### src/rtl/fox_packet_assembler.sv
`default_nettype none
// ============================================================================
//  Module   : fox_packet_assembler
//  Purpose  : PE message-out side of a Fox node. Latches field strobes, builds
//             a packet on packet_complete_in, queues it in a small FIFO and
//             offers it to the Hoplite router with valid/ready handshaking.
//  Options  : FOX_ASSEMBLER_STRICT_CHECK_EN enables the missing-field checker.
//  Revision : 1.0  initial release
// ============================================================================
module fox_packet_assembler #(
    parameter int COORD_BITS           = 1,
    parameter int MULTICAST_GROUP_BITS = 1,
    parameter int MATRIX_TYPE_BITS     = 1,
    parameter int MATRIX_COORD_BITS    = 8,
    parameter int MATRIX_ELEMENT_BITS  = 32,
    parameter int FIFO_DEPTH           = 4,
    localparam int PACKET_BITS = 2*COORD_BITS + MULTICAST_GROUP_BITS + 2 +
                                 MATRIX_TYPE_BITS + 2*MATRIX_COORD_BITS +
                                 MATRIX_ELEMENT_BITS
) (
    input  logic                            clk,
    input  logic                            reset_n,

    input  logic [COORD_BITS-1:0]           x_coord_in,
    input  logic                            x_coord_in_valid,
    input  logic [COORD_BITS-1:0]           y_coord_in,
    input  logic                            y_coord_in_valid,
    input  logic [MULTICAST_GROUP_BITS-1:0] multicast_group_in,
    input  logic                            multicast_group_in_valid,
    input  logic                            ready_flag_in,
    input  logic                            ready_flag_in_valid,
    input  logic                            result_flag_in,
    input  logic                            result_flag_in_valid,
    input  logic [MATRIX_TYPE_BITS-1:0]     matrix_type_in,
    input  logic                            matrix_type_in_valid,
    input  logic [MATRIX_COORD_BITS-1:0]    matrix_x_coord_in,
    input  logic                            matrix_x_coord_in_valid,
    input  logic [MATRIX_COORD_BITS-1:0]    matrix_y_coord_in,
    input  logic                            matrix_y_coord_in_valid,
    input  logic [MATRIX_ELEMENT_BITS-1:0]  matrix_element_in,
    input  logic                            matrix_element_in_valid,
    input  logic                            packet_complete_in,

    output logic                            message_out_ready,
    output logic [PACKET_BITS-1:0]          packet_out,
    output logic                            packet_out_valid,
    input  logic                            packet_out_ready,
    output logic                            overflow,
    output logic                            missing_field_err
);

    localparam int c_ptr_bits = (FIFO_DEPTH > 1) ? $clog2(FIFO_DEPTH) : 1;
    localparam logic [c_ptr_bits:0] c_full_count = (c_ptr_bits+1)'(FIFO_DEPTH);

    // ------------------------------------------------------------------
    // Sticky field registers
    // ------------------------------------------------------------------
    logic [COORD_BITS-1:0]           r_x_coord;
    logic [COORD_BITS-1:0]           r_y_coord;
    logic [MULTICAST_GROUP_BITS-1:0] r_multicast_group;
    logic                            r_ready_flag;
    logic                            r_result_flag;
    logic [MATRIX_TYPE_BITS-1:0]     r_matrix_type;
    logic [MATRIX_COORD_BITS-1:0]    r_matrix_x_coord;
    logic [MATRIX_COORD_BITS-1:0]    r_matrix_y_coord;
    logic [MATRIX_ELEMENT_BITS-1:0]  r_matrix_element;

    always_ff @(posedge clk) begin
        if (!reset_n) begin
            r_x_coord         <= '0;
            r_y_coord         <= '0;
            r_multicast_group <= '0;
            r_ready_flag      <= 1'b0;
            r_result_flag     <= 1'b0;
            r_matrix_type     <= '0;
            r_matrix_x_coord  <= '0;
            r_matrix_y_coord  <= '0;
            r_matrix_element  <= '0;
        end else begin
            if (x_coord_in_valid)         r_x_coord         <= x_coord_in;
            if (y_coord_in_valid)         r_y_coord         <= y_coord_in;
            if (multicast_group_in_valid) r_multicast_group <= multicast_group_in;
            if (ready_flag_in_valid)      r_ready_flag      <= ready_flag_in;
            if (result_flag_in_valid)     r_result_flag     <= result_flag_in;
            if (matrix_type_in_valid)     r_matrix_type     <= matrix_type_in;
            if (matrix_x_coord_in_valid)  r_matrix_x_coord  <= matrix_x_coord_in;
            if (matrix_y_coord_in_valid)  r_matrix_y_coord  <= matrix_y_coord_in;
            if (matrix_element_in_valid)  r_matrix_element  <= matrix_element_in;
        end
    end

    // Packet is built from the pre-edge register values, so a strobe in the
    // same cycle as a complete only affects the following packet.
    logic [PACKET_BITS-1:0] w_packet;
    assign w_packet = {r_x_coord, r_y_coord, r_multicast_group, r_ready_flag,
                       r_result_flag, r_matrix_type, r_matrix_x_coord,
                       r_matrix_y_coord, r_matrix_element};

    // ------------------------------------------------------------------
    // Packet FIFO (first-word fall-through)
    // ------------------------------------------------------------------
    logic [PACKET_BITS-1:0] r_mem [FIFO_DEPTH];
    logic [c_ptr_bits-1:0]  r_wr_ptr;
    logic [c_ptr_bits-1:0]  r_rd_ptr;
    logic [c_ptr_bits:0]    r_count;
    logic                   r_overflow;

    logic w_full;
    logic w_pop;
    logic w_push;

    assign w_full  = (r_count == c_full_count);
    assign w_pop   = packet_out_valid && packet_out_ready;
    // A pop in the same cycle frees the slot, so a full FIFO still accepts.
    assign w_push  = packet_complete_in && (!w_full || w_pop);

    always_ff @(posedge clk) begin
        if (!reset_n) begin
            for (int i = 0; i < FIFO_DEPTH; i++) begin
                r_mem[i] <= '0;
            end
            r_wr_ptr   <= '0;
            r_rd_ptr   <= '0;
            r_count    <= '0;
            r_overflow <= 1'b0;
        end else begin
            if (w_push) begin
                r_mem[r_wr_ptr] <= w_packet;
                r_wr_ptr        <= r_wr_ptr + c_ptr_bits'(1);
            end
            if (w_pop) begin
                r_rd_ptr <= r_rd_ptr + c_ptr_bits'(1);
            end
            case ({w_push, w_pop})
                2'b10:   r_count <= r_count + (c_ptr_bits+1)'(1);
                2'b01:   r_count <= r_count - (c_ptr_bits+1)'(1);
                default: r_count <= r_count;
            endcase
            if (packet_complete_in && w_full && !w_pop) begin
                r_overflow <= 1'b1;
            end
        end
    end

    assign packet_out_valid  = (r_count != '0);
    assign packet_out        = r_mem[r_rd_ptr];
    assign message_out_ready = !w_full;
    assign overflow          = r_overflow;

    // ------------------------------------------------------------------
    // Optional missing-field checker (x, y and element must be rewritten
    // between consecutive completes)
    // ------------------------------------------------------------------
`ifdef FOX_ASSEMBLER_STRICT_CHECK_EN
    logic [2:0] r_written;
    logic [2:0] w_strobes;
    logic       r_missing_field_err;

    assign w_strobes = {x_coord_in_valid, y_coord_in_valid, matrix_element_in_valid};

    always_ff @(posedge clk) begin
        if (!reset_n) begin
            r_written           <= 3'b000;
            r_missing_field_err <= 1'b0;
        end else if (packet_complete_in) begin
            if (r_written != 3'b111) begin
                r_missing_field_err <= 1'b1;
            end
            r_written <= w_strobes;
        end else begin
            r_written <= r_written | w_strobes;
        end
    end

    assign missing_field_err = r_missing_field_err;
`else
    assign missing_field_err = 1'b0;
`endif

endmodule
`default_nettype wire

### config.mk
export PLATFORM = sky130hd
export DESIGN_NAME = fox_packet_assembler
export DESIGN_NICKNAME = d
export VERILOG_FILES = /design/src/rtl/fox_packet_assembler.sv
export SDC_FILE = /design/constraint.sdc
export NUM_CORES = 1
export LEC_CHECK = 0
export ABC_CLOCK_PERIOD_IN_PS = 13300
export BUFFER_PORTS_ARGS = -buffer_cell sky130_fd_sc_hd__buf_2
export CAP_MARGIN = 10
export CORE_ASPECT_RATIO = 2
export CORE_MARGIN = 8
export CORE_UTILIZATION = 63
export DETAILED_ROUTE_END_ITERATION = 8
export PLACE_DENSITY = 0.94
export SKIP_CTS_REPAIR_TIMING = 1
export SLEW_MARGIN = 20
export SYNTH_ARGS = -nofsm -noshare
export SYNTH_HDL_FRONTEND = slang
export SYNTH_SLANG_ARGS = --single-unit
### constraint.sdc
create_clock -name clk -period 13.3 [get_ports clk]
set_input_delay 0.665 -clock clk [delete_from_list [all_inputs] [get_ports clk]]
set_output_delay 0.665 -clock clk [all_outputs]
set_load 0.01 [all_outputs]
==> flow_summary.yaml, run 1 <==
outcome:
  status: "finished clean"
yosys:
  synth_mux_area_share_pct: 14.77
  synth_compound_area_share_pct: 0.5858
  syn-num-nets: 823
  seq_area_frac_synth_pct: 64.94
  synthArstFlopShare_pct: 0
  synthTopCellsByCount: "216 x edfxtp_1, 170 x and2_1, 64 x dfxtp_1, 56 x nor2b_1, 55 x mux2i_1"
  synth.most_common_cell: "edfxtp_1"
  syn-instance-count: 754
  synth.area.top_cells: "edfxtp_1 54%, dfxtp_1 11%, mux4_2 10%"
  syn_area_per_cell_um2: 15.86
  synth_ff_type: "edfxtp_1"
  yosys_warnings: 0
  synthAdderAreaFrac_pct: 0.2720
  yosysTopAreaCell: "edfxtp_1"
  ys_seq_elements: 280
  synth.distinct_cells: 37
  synth_top_family_by_area: "simple AND/OR/NAND/NOR gates"
  yosys.area.top_type_share_pct: 54.23
  synth-simple-area-share_pct: 16.85
  synth_xor_area_share_pct: 0.2929
  synth_area_um2: 11960
  synth_edf_count: 216
die:
  die_w_um: 113.4
  start_util_pct: 63.81
  core_region_area_um2: 18740
  num_io_pins: 125
  die_h_um: 210.9
  design.die.area_um2: 23920
  num_rows: 71
timing:
  setup_viol: 0
  finalClockSkew_ns: 0.009724
  rsz0062_at_grt: "no"
  whs_ns: 0.3947
  slew_violations: 0
  fin_ws_ns: 9.962
  period_needed_ns: 3.338
  tightest_slew_ns: 1.105
  fmax_mhz: 299.6
  hold_violations: 0
  fin_crit_sh_pct: 25.10
  relSlewSlack_pct: 26.31
  final.setup.tns_ns: 0
route:
  final_antenna_net_count: 0
  wl_mm: 25.70
  vias: 6549
  wl_per_cell_um: 22.58
  drt_pass1_iterations: 5
  drt_iter0_markers: 430
  viasPerCell: 5.755
  drc: 0
clock_network:
  h-tree-depth: 1
  cts_tree: "done"
  cts_buffers: 24
  clock_latency_ns: 0.52
  cts_root_buffer: "clkbuf_16"
  cts_sinks: 280
  cts_buffer_depth: 3
  path_clk_slew_ns: 0.07
final_layout:
  drive_gt1_share_pct: 32.50
  fin_area_um2: 13660
  nets: 934
  n_antenna_cell: 0
  area_growth_pct: 14.24
power_and_ir_drop:
  ir_drop_uv: 113.2
  leakagePower_uw: 0.005328
  power_density_nw_per_um2: 160.1
grt:
  grt_pass1_vias: 7234
  grt_overflow: 0
  grt_max_degree: 73
  grt_pass1_wl_mm: 39.70
  grt_usage_pct: 21.97
  antenna_found_initial: 0
place:
  globalplace.congestion: 0.7989
  port_buffers: 123
  postPlaceCellArea_um2: 12780
  dpl.hpwl_mm: 15.67
  dpl_worst_slack_ns: 9.844
setup_path:
  crit_arrival_ns: 2.67
  worstPathMaxFanout: 42
  crit_path_end_kind: "output port"
  cp-start-kind: "flop"
  critical_path_class: "flop to output port"
  required_ns: 12.64
hold_path:
  hold_class: "input pin to flop"
job:
  cap_violations: 0
-- final cells by class --
cell class                 count  area (um2)
sequential                   280        7775
fill                        1081        5080
multi-input combinational    421        3981
clock buffer                  35       734.5
timing repair buffer         133       690.7
tap                          255       319.1
clock inverter                 9       145.1
inverter                       5       18.77
-- power breakdown --
group	total (uW)	switching [uW]	internal, uW
clock network	766	305	461
registers	1060	55.2	1010
logic	356	183	174
total	2190	543	1640
-- kinds of logic after synthesis --
group / after synthesis
AND/OR/NAND/NOR: 294
other: 1
adder cells (fa/ha/maj): 2
buffers and inverters: 53
XOR/XNOR: 4
AO/OA/AOI/OAI: 11
flip-flops: 280
multiplexers: 109
-- metal layers --
metal  share of wire [%]  GRT usage, %  vias up
li1                    -             -     2931
met1                  34         22.61     3305
met2                  57         41.97      253
met3                 5.7         3.093       60
met4                 3.5         10.82        0
met5                   0             0        -
-- registers in the layout (all words and copies together) (netlist names), named ones only --
name and count:
r_mem 216, r_rd_ptr 2, r_matrix_x_coord 8, overflow 1
r_result_flag 1, r_y_coord 1, r_matrix_type 1, r_matrix_element 32
r_multicast_group 1, r_ready_flag 1, r_wr_ptr 2, r_count 3
r_matrix_y_coord 8, r_x_coord 1
-- per-stage QoR --
step | instances | total power, uW | utilization (%)
finish | 1138 | 2187 | 72.90
global route | 1138 | 2254 | 72.90
detailed placement | 1094 | 1445 | 68.21
CTS | 1138 | 2203 | 72.90
global placement | 1094 | 1434 | 68.21
floorplan | 754 | 1313 | -
-- worst paths after layout --
kind	start	end	slack, ns	depth (start not counted)
worst max-delay path	flop	packet_out[27]	9.96	3
worst min-delay path	matrix_x_coord_in[1]	r_matrix_x_coord[1]	0.39	3
worst max register to register	r_count[0]	r_count[2]	10.53	8
worst min register to register	overflow	overflow	0.48	1
-- worst max-delay path, stage by stage (launching register included) --
cell	delay, ns
dfxtp_4	0.52
buf_4	0.72
mux4_2	0.67
buf_2	0.18
-- placed cells by master, fill, tap and decap left out, types with 3 or more instances in the layout --
cell type	netlist	final
and2_1	170	170
and2_4	50	50
buf_2	7	123
buf_4	1	10
bufinv_16	0	4
clkbuf_1	27	4
clkbuf_16	0	26
clkbuf_8	0	5
clkinv_1	0	3
dfxtp_1	64	62
edfxtp_1	216	216
inv_1	5	5
mux2i_1	55	55
mux4_2	54	54
nand2_1	3	3
nor2b_1	56	56
o21ai_4	0	4
xnor2_1	3	3
Power figures use the tool's default switching activity.
==> run 2, diff against run 1 <==
--- a/config.mk
+++ b/config.mk
@@ -5,14 +5,14 @@
 export SDC_FILE = /design/constraint.sdc
 export NUM_CORES = 1
 export LEC_CHECK = 0
-export ABC_CLOCK_PERIOD_IN_PS = 13300
+export ABC_CLOCK_PERIOD_IN_PS = 3200
 export BUFFER_PORTS_ARGS = -buffer_cell sky130_fd_sc_hd__buf_2
 export CAP_MARGIN = 10
 export CORE_ASPECT_RATIO = 2
 export CORE_MARGIN = 8
-export CORE_UTILIZATION = 63
+export CORE_UTILIZATION = 59
 export DETAILED_ROUTE_END_ITERATION = 8
-export PLACE_DENSITY = 0.94
+export PLACE_DENSITY = 0.89
 export SKIP_CTS_REPAIR_TIMING = 1
 export SLEW_MARGIN = 20
 export SYNTH_ARGS = -nofsm -noshare
==> constraint.sdc (replaced) <==
create_clock -name clk -period 3.2 [get_ports clk]
set_input_delay 0.16 -clock clk [delete_from_list [all_inputs] [get_ports clk]]
set_output_delay 0.16 -clock clk [all_outputs]
set_load 0.01 [all_outputs]
==> flow_summary.yaml, run 2 (same netlist as run 1, synthesis figures left out) <==
timing:
  tightest_slew_ns: 1.048
  setup_viol: 0
  rsz0062_at_grt: "no"
  hold_violations: 0
  slew_violations: 0
  final.setup.tns_ns: 0
  relSlewSlack_pct: 30.11
  period_needed_ns: 2.598
  fin_crit_sh_pct: 81.18
  fin_ws_ns: 0.6023
  finalClockSkew_ns: 0.01382
  fmax_mhz: 385.0
die:
  num_rows: 73
  num_io_pins: 125
  core_region_area_um2: 19910
  design.die.area_um2: 25360
  die_h_um: 217.4
  die_w_um: 116.7
  start_util_pct: 60.07
grt:
  grt_overflow: 0
  grt_max_degree: 55
  grt_pass1_vias: 6940
  grtUsageMet3_pct: 2.025
  grt_usage_pct: 19.40
  antenna_found_initial: 2
  grt_pass1_wl_mm: 37.16
  grtUsageMet1_pct: 20.38
  top_usage_layer: "met2"
  grt_util_met2_pct: 36.72
setup_path:
  crit_arrival_ns: 3.02
  rr_startpoint: "r_count[0]"
  crit_path_end_kind: "flop"
  worstPathMaxFanout: 8
  critPathMaxStageDelay_ns: 0.59
  cp_top_family: "simple AND/OR/NAND/NOR gates"
  worstPathCellList: "or4b_4, nand2_1, ha_1, inv_1, fa_1, xor2_1, or3_1, a21boi_0"
  critical_path_class: "flop to flop"
  timing.rr.end: "r_count[2]"
  cp-start-kind: "flop"
  critPathSlowestCell: "or4b_4"
  cp-startpoint: "r_count[0]"
  r2r_slack_ns: 0.60
  required_ns: 3.62
  path_buf_inv: 1
  rr_worst_depth: 8
final_layout:
  nets: 998
  reg.largest.list: "r_mem (216), r_matrix_element (32)"
  nFillCells: 1309
  regMostFlops: "r_mem"
  finalNonFillerCells: 1211
  drive_gt1_share_pct: 30.10
  mostFrequentLayoutCell: "edfxtp_1"
  final_cell_mix: "216 x edfxtp_1, 170 x and2_1, 123 x buf_2, 62 x dfxtp_1, 60 x dlygate4sd3_1"
  area_growth_pct: 19.16
  largest_reg_flops: 216
clock_network:
  cts_root_buffer: "clkbuf_16"
  cts_buffer_depth: 3
  clock_latency_ns: 0.51
  cts_tree: "done"
  h-tree-depth: 1
  cts_buffers: 24
  cts_sinks: 280
  path_clk_slew_ns: 0.06
power_and_ir_drop:
  p_seq_share_pct: 50.0
  combPwrFrac_pct: 17.8
  sw_frac_of_total_pct: 25.08
  leakagePower_uw: 0.005555
  p_clk_share_pct: 32.2
  p_int_uw: 6599
  ir_drop_uv: 469.4
  power_density_nw_per_um2: 618.0
  p_sw_uw: 2209
  power.total_uw: 8808
route:
  wl_per_cell_um: 20.57
  drc: 0
  drt_iter0_markers: 260
  wl_mm: 24.91
  vias: 6565
  viasPerCell: 5.421
  final_antenna_net_count: 0
  drt_pass1_iterations: 4
hold_path:
  min-delay-start: "packet_out_ready"
  hold_depth: 3
  worstHoldEndpoint: "overflow"
  hold_class: "input pin to flop"
place:
  dp.cells: 1104
  port_buffers: 123
  globalplace.congestion: 0.7868
  dpl.hpwl_mm: 15.07
  dpl_worst_slack_ns: 0.6123
job:
  cap_violations: 0
outcome:
  status: "finished clean"
-- run 2: cell types whose count changed in the layout (fill, tap and decap cells not counted), moves of 2 or more --
cell           delta
bufinv_16         -2
clkbuf_1          +7
clkbuf_8          -4
dlygate4sd3_1    +60
buf_12            +5
clkinv_2          +2
diode_2           +2
buf_4             -2
-- run 2: routing by layer --
layer  vias to the layer above  share of wire (%)
met4                         0                4.1
met1                      3275                 35
met5                         -                  0
met2                       180                 57
li1                       3059                  -
met3                        51                4.3
-- run 2: cell type report --
cell class / instances / area, um2 / area share, %
sequential: 280 / 7772 / 54.53
multi-input combinational: 421 / 3981 / 27.93
inverter: 5 / 18.77 / 0.1317
tap: 262 / 327.8 / 2.300
timing repair buffer: 197 / 1390 / 9.752
antenna: 2 / 5.005 / 0.03511
clock buffer: 36 / 666.9 / 4.679
clock inverter: 8 / 91.34 / 0.6408
-- run 2: through the flow --
step / hold slack, ns / utilization (%) / instance area [um2]
CTS: -0.1111 / 68.47 / 13630
finish: 0.07589 / 71.58 / 14250
global route: 0.07208 / 71.58 / 14250
floorplan: 0.3295 / - / 11960
detailed placement: 0.4247 / 64.67 / 12880
global placement: 0.4145 / 64.67 / 12880
-- run 2: power by group through the flow --
stage / combinational, uW / sequential, uW / clock [uW]
3_3_place_gp: 1510 / 4460 / 0
6_report: 1570 / 4400 / 2830
4_1_cts: 1540 / 4410 / 2880
5_1_grt: 1690 / 4440 / 3000
2_1_floorplan: 1080 / 4360 / 0
3_5_place_dp: 1530 / 4490 / 0
-- run 2: how the worst max path moves through the flow --
stage / to / cells after the start
4_1_cts: r_count[2] / 8
5_1_grt: r_count[2] / 8
6_report: r_count[2] / 8
3_3_place_gp: r_count[2] / 8
3_5_place_dp: r_count[2] / 8
2_1_floorplan: r_mem[0][0] / 3
-- run 2: worst min-delay path, stage by stage --
cell and delay [ns]:
buf_2 0.15, nor3_1 0.07, o21a_1 0.15
==> run 3, diff against run 2 <==
--- a/config.mk
+++ b/config.mk
@@ -5,14 +5,15 @@
 export SDC_FILE = /design/constraint.sdc
 export NUM_CORES = 1
 export LEC_CHECK = 0
-export ABC_CLOCK_PERIOD_IN_PS = 3200
+export ABC_AREA = 1
+export ABC_CLOCK_PERIOD_IN_PS = 2500
 export BUFFER_PORTS_ARGS = -buffer_cell sky130_fd_sc_hd__buf_2
 export CAP_MARGIN = 10
 export CORE_ASPECT_RATIO = 2
 export CORE_MARGIN = 8
-export CORE_UTILIZATION = 59
+export CORE_UTILIZATION = 58
 export DETAILED_ROUTE_END_ITERATION = 8
-export PLACE_DENSITY = 0.89
+export PLACE_DENSITY = 0.88
 export SKIP_CTS_REPAIR_TIMING = 1
 export SLEW_MARGIN = 20
 export SYNTH_ARGS = -nofsm -noshare
==> constraint.sdc (replaced) <==
create_clock -name clk -period 2.5 [get_ports clk]
set_input_delay 0.125 -clock clk [delete_from_list [all_inputs] [get_ports clk]]
set_output_delay 0.125 -clock clk [all_outputs]
set_load 0.01 [all_outputs]
==> flow_summary.yaml, run 3 <==
timing:
  hold_violations: 4
  setup_viol: 0
  slew_violations: 0
  final.setup.tns_ns: 0
  whs_ns: -0.02182
  fin_crit_sh_pct: 93.97
  fmax_mhz: 425.6
  finalClockSkew_ns: 0.02134
  period_needed_ns: 2.349
  rsz0062_at_grt: "no"
  tightest_slew_ns: 0.9594
  relSlewSlack_pct: 35.80
clock_network:
  cts_sinks: 280
  cts_buffer_depth: 3
  cts_buffers: 23
  path_clk_slew_ns: 0.07
  cts_root_buffer: "clkbuf_16"
  clock_latency_ns: 0.53
  cts_tree: "done"
  h-tree-depth: 1
yosys:
  synthTopCellsByCount: "229 x nor2_1, 216 x edfxtp_1, 166 x o21ai_0, 124 x inv_1, 66 x nand2_1"
  synth.most_common_cell: "nor2_1"
  seq_area_frac_synth_pct: 67.22
  yosysTopAreaCell: "edfxtp_1"
  synth_compound_area_share_pct: 12.76
  synthAdderAreaFrac_pct: 0.2815
  synth.distinct_cells: 25
  syn-num-nets: 1195
  ys_seq_elements: 280
  synth.area.top_cells: "edfxtp_1 56%, dfxtp_1 11%, nor2_1 7.4%"
  synth_xor_area_share_pct: 0.07580
  synth-simple-area-share_pct: 12.42
  synth_top_family_by_area: "compound AO/OA/AOI/OAI gates"
  yosys.area.top_type_share_pct: 56.13
  synth_area_um2: 11550
  yosys_warnings: 0
  synth_ff_type: "edfxtp_1"
  synthArstFlopShare_pct: 0
  syn-instance-count: 1126
  synth_mux_area_share_pct: 0
  synth_edf_count: 216
  syn_area_per_cell_um2: 10.26
final_layout:
  regMostFlops: "r_mem"
  multi_input_area_um2: 3004
  nets: 1343
  drive_gt1_share_pct: 15.12
  nFillCells: 1353
  finalNonFillerCells: 1552
  ff_latch_area_um2: 7774
  largest_reg_flops: 216
  mostFrequentLayoutCell: "nor2_1"
  final_cell_mix: "229 x nor2_1, 216 x edfxtp_1, 162 x o21ai_0, 123 x inv_1, 123 x buf_2"
  area_growth_pct: 18.85
  reg.largest.list: "r_mem (216), r_matrix_element (32)"
  fin_area_um2: 13730
  n_antenna_cell: 0
outcome:
  status: "finished, violations left"
  violations: "hold timing"
die:
  die_w_um: 115.8
  num_rows: 73
  num_io_pins: 125
  die_h_um: 215.6
  core_region_area_um2: 19730
  start_util_pct: 58.57
  design.die.area_um2: 24970
setup_path:
  critPathMaxStageDelay_ns: 0.52
  rr_worst_depth: 5
  timing.rr.end: "r_mem[2][42]"
  crit_arrival_ns: 2.22
  worstPathMaxFanout: 54
  critical_path_class: "flop to output port"
  cp-start-kind: "flop"
  required_ns: 2.38
  crit_path_end_kind: "output port"
  rr_startpoint: "r_count[1]"
  critPathSlowestCell: "buf_4"
  r2r_slack_ns: 0.32
  endpoint: "packet_out[27]"
  worstPathCellList: "buf_4, o21ai_0, o22ai_1, buf_2"
grt:
  grt_pass1_vias: 9133
  grt_overflow: 0
  grt_max_degree: 109
  antenna_found_initial: 0
  grt_usage_pct: 23.41
  grt_pass1_wl_mm: 45.49
power_and_ir_drop:
  ir_drop_uv: 750.8
  combPwrFrac_pct: 23.2
  p_sw_uw: 3565
  leakagePower_uw: 0.005630
  p_clk_share_pct: 30.4
  p_seq_share_pct: 46.4
  power_density_nw_per_um2: 862.7
  sw_frac_of_total_pct: 30.09
  p_int_uw: 8282
route:
  vias: 9041
  final_antenna_net_count: 0
  wl_per_cell_um: 19.62
  viasPerCell: 5.825
  drt_iter0_markers: 1172
  wl_mm: 30.46
  drc: 0
  drt_pass1_iterations: 5
place:
  globalplace.congestion: 0.8027
  dpl.hpwl_mm: 17.08
  port_buffers: 123
  dp.cells: 1456
  postPlaceCellArea_um2: 12430
job:
  cap_violations: 0
hold_path:
  hold_depth: 3
  hold_class: "input pin to flop"
[run 3: changes by cell type after synthesis, moves of 55 or more]
cell | previous run | this run
nor2b_1 | 56 | 0
mux2i_1 | 55 | 0
inv_1 | 5 | 124
nand2_1 | 3 | 66
nor2_1 | 0 | 229
o21ai_0 | 6 | 166
a21oi_1 | 0 | 61
and2_1 | 170 | 0
[run 3: worst min-delay path by stage]
stage	from	to
3_3_place_gp	matrix_type_in	r_matrix_type
6_report	matrix_element_in[0]	r_matrix_element[0]
4_1_cts	result_flag_in	r_result_flag
3_5_place_dp	result_flag_in	r_result_flag
5_1_grt	matrix_element_in[4]	r_matrix_element[4]
2_1_floorplan	matrix_type_in	r_matrix_type
[run 3: critical path: cells and delay by family, from the launching register on]
kind	cells	cell delay (ns)
buf+inv	2	0.74
compound gates	2	0.58
flops	1	0.35
[run 3: metrics by stage]
stage	worst slack, ns	total power [uW]	util [%]
6_report	0.1506	11850	69.61
5_1_grt	0.09388	12310	69.61
4_1_cts	0.07138	11770	66.80
3_5_place_dp	0.3674	8237	63.03
3_3_place_gp	0.4062	8156	63.03
2_1_floorplan	-1.016	7151	-
[run 3: kinds of logic (layout without fill, tap and decap cells)]
| kind of cell | Yosys count | count (layout) |
|---|---|---|
| other | 1 | 1 |
| AO/OA/AOI/OAI | 281 | 281 |
| flip-flops | 280 | 280 |
| adder cells (fa/ha/maj) | 2 | 2 |
| XOR/XNOR | 1 | 1 |
| buffers and inverters | 205 | 369 |
| AND/OR/NAND/NOR | 356 | 356 |
[run 3: final cells by class]
class	instances	share of cell area, %
Multi-Input combinational cell	641	21.87
Timing Repair Buffer	201	10.23
Tap cell	262	2.387
Inverter	127	3.480
Sequential cell	280	56.61
Clock buffer	33	4.756
Clock inverter	8	0.6651
[run 3: power by group through the flow]
| stage | combinational, uW | sequential [uW] | clock (uW) |
|---|---|---|---|
| finish | 2750 | 5500 | 3600 |
| global route | 2990 | 5520 | 3800 |
| CTS | 2660 | 5490 | 3610 |
| detailed placement | 2650 | 5590 | 0 |
| global placement | 2580 | 5570 | 0 |
| floorplan | 1590 | 5560 | 0 |
[run 3: routing by layer]
layer	global-route usage, %	wire length (um)	up-vias
met4	15.06	1246	0
met1	25.98	10310	4261
met5	0	0	-
met3	3.049	2681	90
met2	40.64	16220	569
li1	-	-	4121
